===== src/rtl/exec_dispatcher_pkg.sv =====
// Shared scheduler definitions for the execution dispatcher: FSM encoding and
// the worker-index width helper.
package exec_dispatcher_pkg;

    localparam logic [1:0] ST_IDLE     = 2'd0;
    localparam logic [1:0] ST_DISPATCH = 2'd1;
    localparam logic [1:0] ST_DRAIN    = 2'd2;

    function automatic int widx(input int n);
        return (n > 1) ? $clog2(n) : 1;
    endfunction

endpackage


===== src/rtl/exec_dispatcher_if.sv =====
// Batch-stream input and worker dispatch bus of the execution dispatcher.
interface exec_dispatcher_if #(
    parameter int MAX_DEPENDENCIES = 256,
    parameter int NUM_WORKERS      = 4
);
    logic                        s_axis_tvalid;
    logic                        s_axis_tready;
    logic [63:0]                 s_axis_tdata_owner_programID;
    logic [MAX_DEPENDENCIES-1:0] s_axis_tdata_read_dependencies;
    logic [MAX_DEPENDENCIES-1:0] s_axis_tdata_write_dependencies;
    logic                        s_axis_tlast;
    logic [NUM_WORKERS-1:0]      w_valid;
    logic [NUM_WORKERS-1:0]      w_ready;
    logic [63:0]                 w_owner_programID;
    logic [MAX_DEPENDENCIES-1:0] w_read_dependencies;
    logic [MAX_DEPENDENCIES-1:0] w_write_dependencies;
    logic [NUM_WORKERS-1:0]      w_done;

    // dispatcher side
    modport slave (
        input  s_axis_tvalid, s_axis_tdata_owner_programID,
               s_axis_tdata_read_dependencies, s_axis_tdata_write_dependencies,
               s_axis_tlast, w_ready, w_done,
        output s_axis_tready, w_valid, w_owner_programID,
               w_read_dependencies, w_write_dependencies
    );

    // producer plus worker pool side
    modport master (
        output s_axis_tvalid, s_axis_tdata_owner_programID,
               s_axis_tdata_read_dependencies, s_axis_tdata_write_dependencies,
               s_axis_tlast, w_ready, w_done,
        input  s_axis_tready, w_valid, w_owner_programID,
               w_read_dependencies, w_write_dependencies
    );
endinterface


===== src/rtl/exec_dispatcher_rr_free_arbiter.sv =====
// Round-robin selection of one free worker, searching upward from ptr_i.
module rr_free_arbiter
    import exec_dispatcher_pkg::*;
#(
    parameter int N = 4
) (
    input  logic [N-1:0]       mask_i,
    input  logic [widx(N)-1:0] ptr_i,
    output logic [N-1:0]       grant_o,
    output logic               any_free_o
);
    localparam int IW = widx(N);

    logic [IW-1:0] idx_s;
    logic          found_s;

    // first set mask bit at or after the pointer, wrapping around
    always_comb begin
        grant_o = '0;
        found_s = 1'b0;
        idx_s   = '0;
        for (int k = 0; k < N; k++) begin
            idx_s = IW'((int'(ptr_i) + k) % N);
            if (!found_s && mask_i[idx_s]) begin
                grant_o[idx_s] = 1'b1;
                found_s        = 1'b1;
            end else begin
                found_s = found_s;
            end
        end
        any_free_o = |mask_i;
    end

endmodule


===== src/rtl/exec_dispatcher.sv =====
// Batch dispatcher: one-entry hold register feeding a pool of workers with
// round-robin grants, batch open/close tracking and retirement accounting.
module exec_dispatcher
    import exec_dispatcher_pkg::*;
#(
    parameter int MAX_DEPENDENCIES = 256,
    parameter int NUM_WORKERS      = 4,
    parameter int MAX_BATCH_SIZE   = 8
) (
    input  logic                               clk,
    input  logic                               rst_n,
    exec_dispatcher_if.slave                   bus,
    output logic                               batch_completed,
    output logic [$clog2(NUM_WORKERS+1)-1:0]   busy_workers,
    output logic [31:0]                        dispatched_count,
    output logic [31:0]                        batches_count,
    output logic                               protocol_error
);
    localparam int IW = widx(NUM_WORKERS);
    localparam int CW = $clog2(NUM_WORKERS + 1);
    localparam int BW = $clog2(MAX_BATCH_SIZE + 1);

    logic [1:0]                  state_q, state_d;
    logic                        hold_full_q, hold_full_d;
    logic                        hold_last_q;
    logic [63:0]                 hold_id_q;
    logic [MAX_DEPENDENCIES-1:0] hold_rd_q, hold_wr_q;
    logic                        tready_q, tready_d;
    logic [NUM_WORKERS-1:0]      grant_q, grant_d;
    logic [NUM_WORKERS-1:0]      busy_q, busy_d;
    logic [CW-1:0]               busy_cnt_q, busy_cnt_d;
    logic [IW-1:0]               rr_ptr_q, rr_ptr_d;
    logic [BW-1:0]               batch_cnt_q, batch_cnt_d;
    logic [31:0]                 disp_cnt_q, disp_cnt_d;
    logic [31:0]                 batch_tot_q, batch_tot_d;
    logic                        perr_q, perr_d;
    logic                        done_pulse_q, done_pulse_d;

    logic                        s_hs_s, w_hs_s, arb_any_s;
    logic [NUM_WORKERS-1:0]      arb_grant_s;
    logic [IW-1:0]               grant_idx_s;

    function automatic logic [CW-1:0] popcnt(input logic [NUM_WORKERS-1:0] v);
        logic [CW-1:0] c;
        c = '0;
        for (int i = 0; i < NUM_WORKERS; i++) c = c + CW'(v[i]);
        return c;
    endfunction

    function automatic logic [IW-1:0] onehot_idx(input logic [NUM_WORKERS-1:0] v);
        logic [IW-1:0] r;
        r = '0;
        for (int i = 0; i < NUM_WORKERS; i++) begin
            if (v[i]) r = IW'(i);
        end
        return r;
    endfunction

    assign s_hs_s      = bus.s_axis_tvalid & tready_q;
    assign w_hs_s      = |(grant_q & bus.w_ready);
    assign grant_idx_s = onehot_idx(grant_q);

    rr_free_arbiter #(.N(NUM_WORKERS)) u_arb (
        .mask_i     (~busy_q),
        .ptr_i      (rr_ptr_q),
        .grant_o    (arb_grant_s),
        .any_free_o (arb_any_s)
    );

    // next-state for hold, grant, busy tracking, counters and batch FSM
    always_comb begin
        state_d      = state_q;
        hold_full_d  = hold_full_q;
        grant_d      = grant_q;
        rr_ptr_d     = rr_ptr_q;
        batch_cnt_d  = batch_cnt_q;
        disp_cnt_d   = disp_cnt_q;
        batch_tot_d  = batch_tot_q;
        done_pulse_d = 1'b0;
        busy_d       = (busy_q & ~bus.w_done) | (w_hs_s ? grant_q : '0);
        perr_d       = perr_q | (|(bus.w_done & ~busy_q));

        if (w_hs_s) begin
            hold_full_d = 1'b0;
            grant_d     = '0;
            rr_ptr_d    = IW'((int'(grant_idx_s) + 1) % NUM_WORKERS);
            disp_cnt_d  = disp_cnt_q + 32'd1;
            batch_cnt_d = batch_cnt_q + BW'(1);
        end else if (s_hs_s) begin
            hold_full_d = 1'b1;
        end else if ((grant_q == '0) && hold_full_q && arb_any_s) begin
            // grant is locked here until the chosen worker accepts
            grant_d = arb_grant_s;
        end else begin
            grant_d = grant_q;
        end

        case (state_q)
            ST_IDLE: begin
                if (s_hs_s) state_d = ST_DISPATCH;
                else        state_d = ST_IDLE;
            end
            ST_DISPATCH: begin
                if (w_hs_s && (hold_last_q || (batch_cnt_q == BW'(MAX_BATCH_SIZE - 1))))
                    state_d = ST_DRAIN;
                else
                    state_d = ST_DISPATCH;
            end
            ST_DRAIN: begin
                if (busy_q == '0) begin
                    state_d      = ST_IDLE;
                    done_pulse_d = 1'b1;
                    batch_tot_d  = batch_tot_q + 32'd1;
                    batch_cnt_d  = '0;
                end else begin
                    state_d = ST_DRAIN;
                end
            end
            default: state_d = ST_IDLE;
        endcase

        tready_d   = !hold_full_d && (state_d != ST_DRAIN);
        busy_cnt_d = popcnt(busy_d);
    end

    // state registers; hold payload loads only on an accepted stream beat
    always_ff @(posedge clk or negedge rst_n) begin
        if (!rst_n) begin
            state_q      <= ST_IDLE;
            hold_full_q  <= 1'b0;
            hold_last_q  <= 1'b0;
            hold_id_q    <= 64'd0;
            hold_rd_q    <= '0;
            hold_wr_q    <= '0;
            tready_q     <= 1'b0;
            grant_q      <= '0;
            busy_q       <= '0;
            busy_cnt_q   <= '0;
            rr_ptr_q     <= '0;
            batch_cnt_q  <= '0;
            disp_cnt_q   <= 32'd0;
            batch_tot_q  <= 32'd0;
            perr_q       <= 1'b0;
            done_pulse_q <= 1'b0;
        end else begin
            state_q      <= state_d;
            hold_full_q  <= hold_full_d;
            tready_q     <= tready_d;
            grant_q      <= grant_d;
            busy_q       <= busy_d;
            busy_cnt_q   <= busy_cnt_d;
            rr_ptr_q     <= rr_ptr_d;
            batch_cnt_q  <= batch_cnt_d;
            disp_cnt_q   <= disp_cnt_d;
            batch_tot_q  <= batch_tot_d;
            perr_q       <= perr_d;
            done_pulse_q <= done_pulse_d;
            if (s_hs_s) begin
                hold_last_q <= bus.s_axis_tlast;
                hold_id_q   <= bus.s_axis_tdata_owner_programID;
                hold_rd_q   <= bus.s_axis_tdata_read_dependencies;
                hold_wr_q   <= bus.s_axis_tdata_write_dependencies;
            end else begin
                hold_last_q <= hold_last_q;
                hold_id_q   <= hold_id_q;
                hold_rd_q   <= hold_rd_q;
                hold_wr_q   <= hold_wr_q;
            end
        end
    end

    assign bus.s_axis_tready        = tready_q;
    assign bus.w_valid              = grant_q;
    assign bus.w_owner_programID    = hold_id_q;
    assign bus.w_read_dependencies  = hold_rd_q;
    assign bus.w_write_dependencies = hold_wr_q;
    assign batch_completed          = done_pulse_q;
    assign busy_workers             = busy_cnt_q;
    assign dispatched_count         = disp_cnt_q;
    assign batches_count            = batch_tot_q;
    assign protocol_error           = perr_q;

endmodule

===== src/flat_wrapper.sv =====
// flat-port wrapper written by rule: the top's interface ports become plain ports
module exec_dispatcher_flat import exec_dispatcher_pkg::*;
#(
    parameter int MAX_DEPENDENCIES = 256,
    parameter int NUM_WORKERS      = 4,
    parameter int MAX_BATCH_SIZE   = 8
)
  (clk, rst_n, batch_completed, busy_workers, dispatched_count, batches_count, protocol_error, bus_s_axis_tvalid, bus_s_axis_tdata_owner_programID, bus_s_axis_tdata_read_dependencies, bus_s_axis_tdata_write_dependencies, bus_s_axis_tlast, bus_w_ready, bus_w_done, bus_s_axis_tready, bus_w_valid, bus_w_owner_programID, bus_w_read_dependencies, bus_w_write_dependencies);
  exec_dispatcher_if #(.MAX_DEPENDENCIES(MAX_DEPENDENCIES), .NUM_WORKERS(NUM_WORKERS)) bus_i ();
  input  logic clk;
  input  logic rst_n;
  output logic batch_completed;
  output logic [$clog2(NUM_WORKERS+1)-1:0] busy_workers;
  output logic [31:0] dispatched_count;
  output logic [31:0] batches_count;
  output logic protocol_error;
  input wire logic [$bits(bus_i.s_axis_tvalid)-1:0] bus_s_axis_tvalid;
  input wire logic [$bits(bus_i.s_axis_tdata_owner_programID)-1:0] bus_s_axis_tdata_owner_programID;
  input wire logic [$bits(bus_i.s_axis_tdata_read_dependencies)-1:0] bus_s_axis_tdata_read_dependencies;
  input wire logic [$bits(bus_i.s_axis_tdata_write_dependencies)-1:0] bus_s_axis_tdata_write_dependencies;
  input wire logic [$bits(bus_i.s_axis_tlast)-1:0] bus_s_axis_tlast;
  input wire logic [$bits(bus_i.w_ready)-1:0] bus_w_ready;
  input wire logic [$bits(bus_i.w_done)-1:0] bus_w_done;
  output wire logic [$bits(bus_i.s_axis_tready)-1:0] bus_s_axis_tready;
  output wire logic [$bits(bus_i.w_valid)-1:0] bus_w_valid;
  output wire logic [$bits(bus_i.w_owner_programID)-1:0] bus_w_owner_programID;
  output wire logic [$bits(bus_i.w_read_dependencies)-1:0] bus_w_read_dependencies;
  output wire logic [$bits(bus_i.w_write_dependencies)-1:0] bus_w_write_dependencies;
  assign bus_i.s_axis_tvalid = bus_s_axis_tvalid;
  assign bus_i.s_axis_tdata_owner_programID = bus_s_axis_tdata_owner_programID;
  assign bus_i.s_axis_tdata_read_dependencies = bus_s_axis_tdata_read_dependencies;
  assign bus_i.s_axis_tdata_write_dependencies = bus_s_axis_tdata_write_dependencies;
  assign bus_i.s_axis_tlast = bus_s_axis_tlast;
  assign bus_i.w_ready = bus_w_ready;
  assign bus_i.w_done = bus_w_done;
  assign bus_s_axis_tready = bus_i.s_axis_tready;
  assign bus_w_valid = bus_i.w_valid;
  assign bus_w_owner_programID = bus_i.w_owner_programID;
  assign bus_w_read_dependencies = bus_i.w_read_dependencies;
  assign bus_w_write_dependencies = bus_i.w_write_dependencies;
  exec_dispatcher #(.MAX_DEPENDENCIES(MAX_DEPENDENCIES), .NUM_WORKERS(NUM_WORKERS), .MAX_BATCH_SIZE(MAX_BATCH_SIZE)) u_core (.clk(clk), .rst_n(rst_n), .bus(bus_i), .batch_completed(batch_completed), .busy_workers(busy_workers), .dispatched_count(dispatched_count), .batches_count(batches_count), .protocol_error(protocol_error));
endmodule

===== config.mk =====
export PLATFORM = sky130hd
export DESIGN_NAME = exec_dispatcher_flat
export DESIGN_NICKNAME = d
export VERILOG_FILES = /design/src/rtl/exec_dispatcher_pkg.sv /design/src/rtl/exec_dispatcher_if.sv /design/src/rtl/exec_dispatcher_rr_free_arbiter.sv /design/src/rtl/exec_dispatcher.sv /design/src/flat_wrapper.sv
export SDC_FILE = /design/constraint.sdc
export NUM_CORES = 1
export LEC_CHECK = 0
export CAP_MARGIN = 20
export CORE_AREA = 2 2 488 490
export CTS_BUF_LIST = sky130_fd_sc_hd__clkbuf_4 sky130_fd_sc_hd__clkbuf_8 sky130_fd_sc_hd__clkbuf_16
export CTS_CLUSTER_DIAMETER = 30
export DETAILED_ROUTE_END_ITERATION = 6
export DIE_AREA = 0 0 490 492
export DONT_BUFFER_PORTS = 1
export PLACE_DENSITY_LB_ADDON = 0.12
export RECOVER_POWER = 50
export SYNTH_ARGS = -nofsm -noshare
export SYNTH_HDL_FRONTEND = slang
export SYNTH_SLANG_ARGS = --single-unit
export TNS_END_PERCENT = 5

===== constraint.sdc =====
create_clock -name clk -period 2.8 [get_ports clk]
set_clock_uncertainty 0.15 [all_clocks]
set_input_delay 0.42 -clock clk [delete_from_list [all_inputs] [get_ports clk]]
set_output_delay 0.42 -clock clk [all_outputs]
set_load 0.1 [all_outputs]

Yosys cells after proc, flatten, opt, wreduce, memory -nomap -nowiden
Cells that the tools add are included.
{"block": "word_totals", "regBits": 664, "in_bits": 588, "output_inout_bits": 650}
{"block": "op_classes", "add_sub_neg": 10, "n_lt_le_gt_ge": 8, "eq_ne": 5, "mux": 41, "bitwise": 11, "reduce_logical": 25}
{"op": "adder 32 x 1 -> 32 bit (second input constant)", "count": 2}
{"op": "two-way mux 4 bit", "count": 11}
{"op": "two-way mux 1 bit", "count": 17}
{"op": "bitwise OR 4 bit", "count": 4}
{"op": "AND 4 bit", "count": 3}
{"op": "less-than comparator 2 x 3 -> 1 bit (second input constant)", "count": 4}
{"op": "OR reduction 4 bit", "count": 3}
{"op": "logical AND 1 bit", "count": 11}
{"op": "binary-select mux 1 bit (select 2 bit)", "count": 4}
{"op": "demux 1 bit (select 2 bit)", "count": 4}
{"op": ">= comparator 2 x 1 -> 1 bit (second input constant)", "count": 4}
{"op": "logical NOT 4 bit", "count": 2}
{"op": "two-way mux 2 bit", "count": 4}
{"op": "inverter 4 bit", "count": 2}
{"op": "adder 3 x 1 -> 3 bit", "count": 2}
{"op": "case mux 2 bit (3 select lines)", "count": 1}
{"op": "adder 2 x 1 -> 2 bit (second input constant)", "count": 2}
{"op": "adder 2 bit (second input constant)", "count": 2}
{"op": "adder 4 x 1 -> 4 bit (second input constant)", "count": 1}
{"op": "equality test 4 x 3 -> 1 bit (second input constant)", "count": 1}
{"op": "logical NOT 1 bit", "count": 4}
{"op": "inequality test 2 bit (second input constant)", "count": 2}
{"op": "AND reduction 2 bit", "count": 2}
{"op": "adder 1 x 1 -> 2 bit", "count": 1}
{"op": "other kinds (7)", "count": 7}

Depth between registers and ports, before layout
{"block": "depth", "depth_word": 16, "depth_mapped": 10, "depth_no_buf": 9}

By module
Synthesis repeated with hierarchy kept, for this count alone.
{"block": "hier_totals", "cells_unflattened": 1598, "hier_area_um2": 25398.1}
{"module": "exec_dispatcher", "instances": 1, "cells_each": 1561, "area_each_um2": 25052.8, "seq_area_each_um2": 16615.9}
{"module": "rr_free_arbiter", "instances": 1, "cells_each": 37, "area_each_um2": 345.3, "seq_area_each_um2": 0.0}

Least setup slack after synthesis
Ideal clock, no wire load.
{"block": "synth_timing", "path_kind": "register to register", "startpoint": "register u_core.grant_q[3], in the netlist u_core.bus.w_valid[3]", "endpoint": "register u_core.busy_cnt_q[1], in the netlist u_core.busy_workers[1]", "setup_ns": 0.126, "arrival_ns": 2.803, "path_slack_ns": -0.279, "path_stages_with_launch": 11, "period_less_slack_ns": 3.079, "path_cell_list": "dfrtp_1 a22o_1 or2_2 clkbuf_1 nand2_1 o21ai_0 ha_1 inv_1 fa_1 inv_1 ha_1"}
{"block": "synth_between", "elab_chain_len": 7}
{"item": "start, declared", "line": "exec_dispatcher.sv:29", "text": "logic [NUM_WORKERS-1:0] grant_q, grant_d;"}
{"item": "start signal, assigned", "line": "exec_dispatcher.sv:149", "text": "grant_q <= grant_d;"}
{"item": "AND 4 bit", "line": "exec_dispatcher.sv:60", "text": "assign w_hs_s = |(grant_q & bus.w_ready);"}
{"item": "OR reduction 4 bit", "line": "exec_dispatcher.sv:60"}
{"item": "two-way mux 4 bit", "line": "exec_dispatcher.sv:80", "text": "busy_d = (busy_q & ~bus.w_done) | (w_hs_s ? grant_q : '0);"}
{"item": "bitwise OR 4 bit", "line": "exec_dispatcher.sv:80"}
{"item": "named net u_core.busy_d[0]", "line": "exec_dispatcher.sv:30", "text": "logic [NUM_WORKERS-1:0] busy_q, busy_d;"}
{"item": "adder 1 x 1 -> 2 bit", "line": "exec_dispatcher.sv:46", "text": "for (int i = 0; i < NUM_WORKERS; i++) c = c + CW'(v[i]);"}
{"item": "adder 3 x 1 -> 3 bit (2 in a row)", "line": "exec_dispatcher.sv:46"}
{"item": "named net u_core.busy_cnt_d[1]", "line": "exec_dispatcher.sv:31", "text": "logic [CW-1:0] busy_cnt_q, busy_cnt_d;"}
{"item": "end signal, assigned", "line": "exec_dispatcher.sv:151", "text": "busy_cnt_q <= busy_cnt_d;"}
{"item": "end, declared", "line": "exec_dispatcher.sv:31"}
The timed path passes the listed nets, and every way through them passes these cells.
A chain may end at the register's enable or synchronous reset.

Worst setup path after layout
{"block": "layout_timing", "startpoint": "register u_core.grant_q[1], in the netlist u_core.bus.w_valid[1]", "endpoint": "register u_core.busy_cnt_q[1], in the netlist u_core.busy_workers[1]"}
{"block": "layout_between", "elab_cells_between_ends": 7, "cone_classes": "add/sub: 3; mux: 1; bitwise: 2; reduce/logical: 1"}
{"item": "AND 4 bit", "line": "exec_dispatcher.sv:60"}
{"item": "OR reduction 4 bit", "line": "exec_dispatcher.sv:60"}
{"item": "two-way mux 4 bit", "line": "exec_dispatcher.sv:80"}
{"item": "bitwise OR 4 bit", "line": "exec_dispatcher.sv:80"}
{"item": "named net u_core.busy_d[2]", "line": "exec_dispatcher.sv:30"}
{"item": "adder 3 x 1 -> 3 bit (2 in a row)", "line": "exec_dispatcher.sv:46"}
{"item": "named net u_core.busy_cnt_d[1]", "line": "exec_dispatcher.sv:31"}
The timed path passes the listed nets, and every way through them passes these cells.

==> results.md <==
* Initial DRC count at 1141
* Tightest Pin Transition at 1050 ps
* Min Tclk post-route at 2640 ps
* Cts bufs inserted at 237
* CP max-delay cell: dlygate4sd3_1
* Die extent in y at 492 µm
* Clock root cell: clkbuf_16
* Area taken by multi-input logic gates at 0.00841 mm²
* Arrival time at the worst endpoint at 3190 ps
* Post-Syn Nets at 3420
* GR Util met1 at 13.2%
* Crit Path Max Fanout at 5
* Syn Inst Count at 2819
* Most used cell along the critical path: inv_1
* Final nets at 4408
* Mapped cell area at 0.0256 mm²
* Final setup viols at 0
* Syn_area_per_cell at 9.09 µm²
* # clock sinks at 664
* Via density at 3.26
* Die area at 0.241 mm²
* Final hold vios at 0
* First-pass GRT wire length at 204000 µm
* Effective utilization at floorplan at 10.8%
* Longest Clk Path Bufs at 3
* Ratio of final minimum period to clock period at 94.1%
* Yosys warnings at 0
* Status: finished clean
* Max Cap Viol at 0
* Core ar. at 0.236 mm²
* #FFs+latches synth at 664
* CTS H-tree depth at 4
* Port bufs at 0
* Kind of critical path: register to register
* Hpwl dp at 109000 µm
* Register area at 0.0166 mm²
* M3 GR Usage at 5.53%
* Avg WL per Cell at 20.1 µm
* RD Place Congestion at 0.887
* Vias in the first global route at 25600
* Slew HR at 30.1%
* CTS tree: built
* Clk_lat worst skew at 820 ps
* # rows at 179
* CP delay by family, top: buffers and inverters
* Pins Over Slew Limit at 0
* Via count at 23500
* Largest net degree at the start of global routing at 665
* WL final at 144000 µm
* Yosys cell types at 46
* Setup TNS at 0 ps
* Congestion Overflow GR at 0
* First drt pass iteration count at 5
* Critical-path cell list: a22o_1 > or2_2 > nand2_1 > dlygate4sd3_1 > o21ai_0 > inv_1 > fa_1 > inv_1 > ha_1
* RSZ-0062 raised after global routing: no
* Initial antenna violation count at 31
* Clk slew on worst S/H paths at 50 ps
* Proportion of synthesized chip area in sequential cells at 64.8%
* Fmax at 379 MHz
* Post-synth EDFFs at 0
* Area grow syn2layout at 79.0%
* Grt peak-use layer: met2
* Startpoint types: register
* HP Class: input pin to async pin
* Most used DFF post-synth: dfrtp_1
* All-Layer GR Usage at 11.7%
* Asr flop ratio synth at 100%
* Fillers at 26200
* Worst EP required at 3350 ps
* Met2 GRT Util at 19.4%
* Worst path max stage delay at 550 ps
* Die W at 490 µm
* Fraction of layout instances using a drive strength above 1 at 17.6%
* DRC errors left at 0
* Critical Path End Type: register
* Antenna Nets Post-Route at 0
* # IOs at 1238
* Buf+Inv Stages, Crit Path at 3
[logic make-up (layout without fill, tap and decap cells)]
group,count (synthesis),after routing,synth area share (%)
AOI/OAI and AO/OA,40,40,1.04
and+or+nand+nor,1878,1878,28.7
xor gates and xnor gates,65,65,2.22
adders and majority gates,13,13,0.664
buffers and inverters,153,1338,2.31
muxes,6,6,0.249
DFF,664,664,64.8
other,0,16,0
[worst register-to-register path: stages (launching register included)]
cell and delay [ps]:
dfrtp_4 460, a22o_1 260, or2_2 330, nand2_1 90
dlygate4sd3_1 550, o21ai_0 110, inv_1 90, fa_1 170
inv_1 40, ha_1 270
[through the flow]
step           hold slack (ps)  area, µm²  std cells  setup WS, ps  util, %
2_1_floorplan            -25.6      25600       2819          35.7        -
3_3_place_gp             -11.2      31200       6107           202     13.2
3_5_place_dp             -5.81      31200       6107           247     13.2
4_1_cts                   -950      46000       7165           161     19.5
5_1_grt                   33.5      45800       7182          57.0     19.4
6_report                  79.5      45900       7187           165     19.4
[state kept, by name, indices dropped and copies added, names as in the netlist]
register and count:
u_core.bus.w_read_dependencies 256, u_core.bus.w_write_dependencies 256, u_core.bus.w_owner_programID 64, u_core.batches_count 32, u_core.dispatched_count 32, u_core.batch_cnt_q 4
u_core.bus.w_valid 4, u_core.busy_q 4, u_core.busy_workers 3, u_core.rr_ptr_q 2, u_core.state_q 2, u_core.batch_completed 1
u_core.bus.s_axis_tready 1, u_core.hold_full_q 1, u_core.hold_last_q 1, u_core.protocol_error 1
[cells in the final DEF, fill, tap and decap left out, types with 29 or more instances in the layout]
| master | Yosys | final |
|---|---|---|
| nand2_1 | 1768 | 1768 |
| dfrtp_1 | 664 | 660 |
| dlygate4sd3_1 | 0 | 623 |
| clkbuf_16 | 0 | 238 |
| buf_4 | 1 | 173 |
| clkbuf_2 | 0 | 58 |
| clkbuf_4 | 0 | 57 |
| clkbuf_8 | 0 | 54 |
| xnor2_1 | 47 | 47 |
| clkinv_2 | 0 | 47 |
| bufinv_16 | 0 | 29 |
[final cells by class]
class                   count  area share, %
flip-flops and latches    664           36.3
clock inverters            91           3.17
well taps                3167           8.64
multi-input cells        2002           18.3
repair buffers            886           17.9
clock buffers             345           15.5
inverters                  16          0.131
diodes                     16         0.0873
[cells in the mapped netlist (all sizes together), types with 3 or more instances]
cell type | count | area share [%]
clkbuf | 131 | 1.9
nand4 | 18 | 0.52
buf | 6 | 0.16
a31oi | 5 | 0.12
mux2 | 3 | 0.13
dfrtp | 664 | 65
or3b | 3 | 0.10
xor2 | 18 | 0.62
a221o | 4 | 0.16
nor4b | 4 | 0.25
a211oi | 3 | 0.088
mux2i | 3 | 0.12
nor4 | 3 | 0.098
nor2 | 23 | 0.34
nand2b | 3 | 0.073
inv | 16 | 0.23
xnor2 | 47 | 1.6
nand3b | 3 | 0.088
nand2 | 1768 | 26
and3 | 8 | 0.20
and2 | 3 | 0.073
and4 | 9 | 0.31
nand3 | 23 | 0.45
nor3 | 7 | 0.16
o21ai | 13 | 0.25
ha | 12 | 0.59
a21oi | 6 | 0.12
[path summary, 6_finish.rpt]
| check | startpoint | to | slack [ps] | cells after the start |
|---|---|---|---|---|
| setup / recovery | u_core.bus.w_valid[1] | u_core.busy_workers[1] | 160 | 9 |
| hold / removal | rst_n | u_core.bus.w_read_dependencies[82] | 80 | 2 |
| setup reg to reg | u_core.bus.w_valid[1] | u_core.busy_workers[1] | 160 | 9 |
| hold reg to reg | u_core.state_q[1] | u_core.state_q[0] | 290 | 1 |
| max in group asynchronous | rst_n | u_core.bus.w_owner_programID[56] | 240 | 4 |
| min in group clk | bus_s_axis_tvalid | u_core.bus.w_read_dependencies[5] | 80 | 4 |
[routing by layer]
metal | vias to the layer above | routed length (µm)
met4 | 2 | 3140
met5 | - | 10
met1 | 11300 | 56100
li1 | 10800 | -
met3 | 223 | 15600
met2 | 1172 | 69500
[what timing repair did]
| item | 4_1_cts | 5_1_grt |
|---|---|---|
| hold buffers | 622 | 2 |
| hold endpoints to repair | 1251 | 386 |
| resized for setup | 0 | 0 |
| endpoints found under the setup margin | 0 | 0 |
| buffers inserted | 0 | 0 |
Power is not shown: default switching activity piles up to over one toggle a cycle in this logic, so the estimate is an artifact.
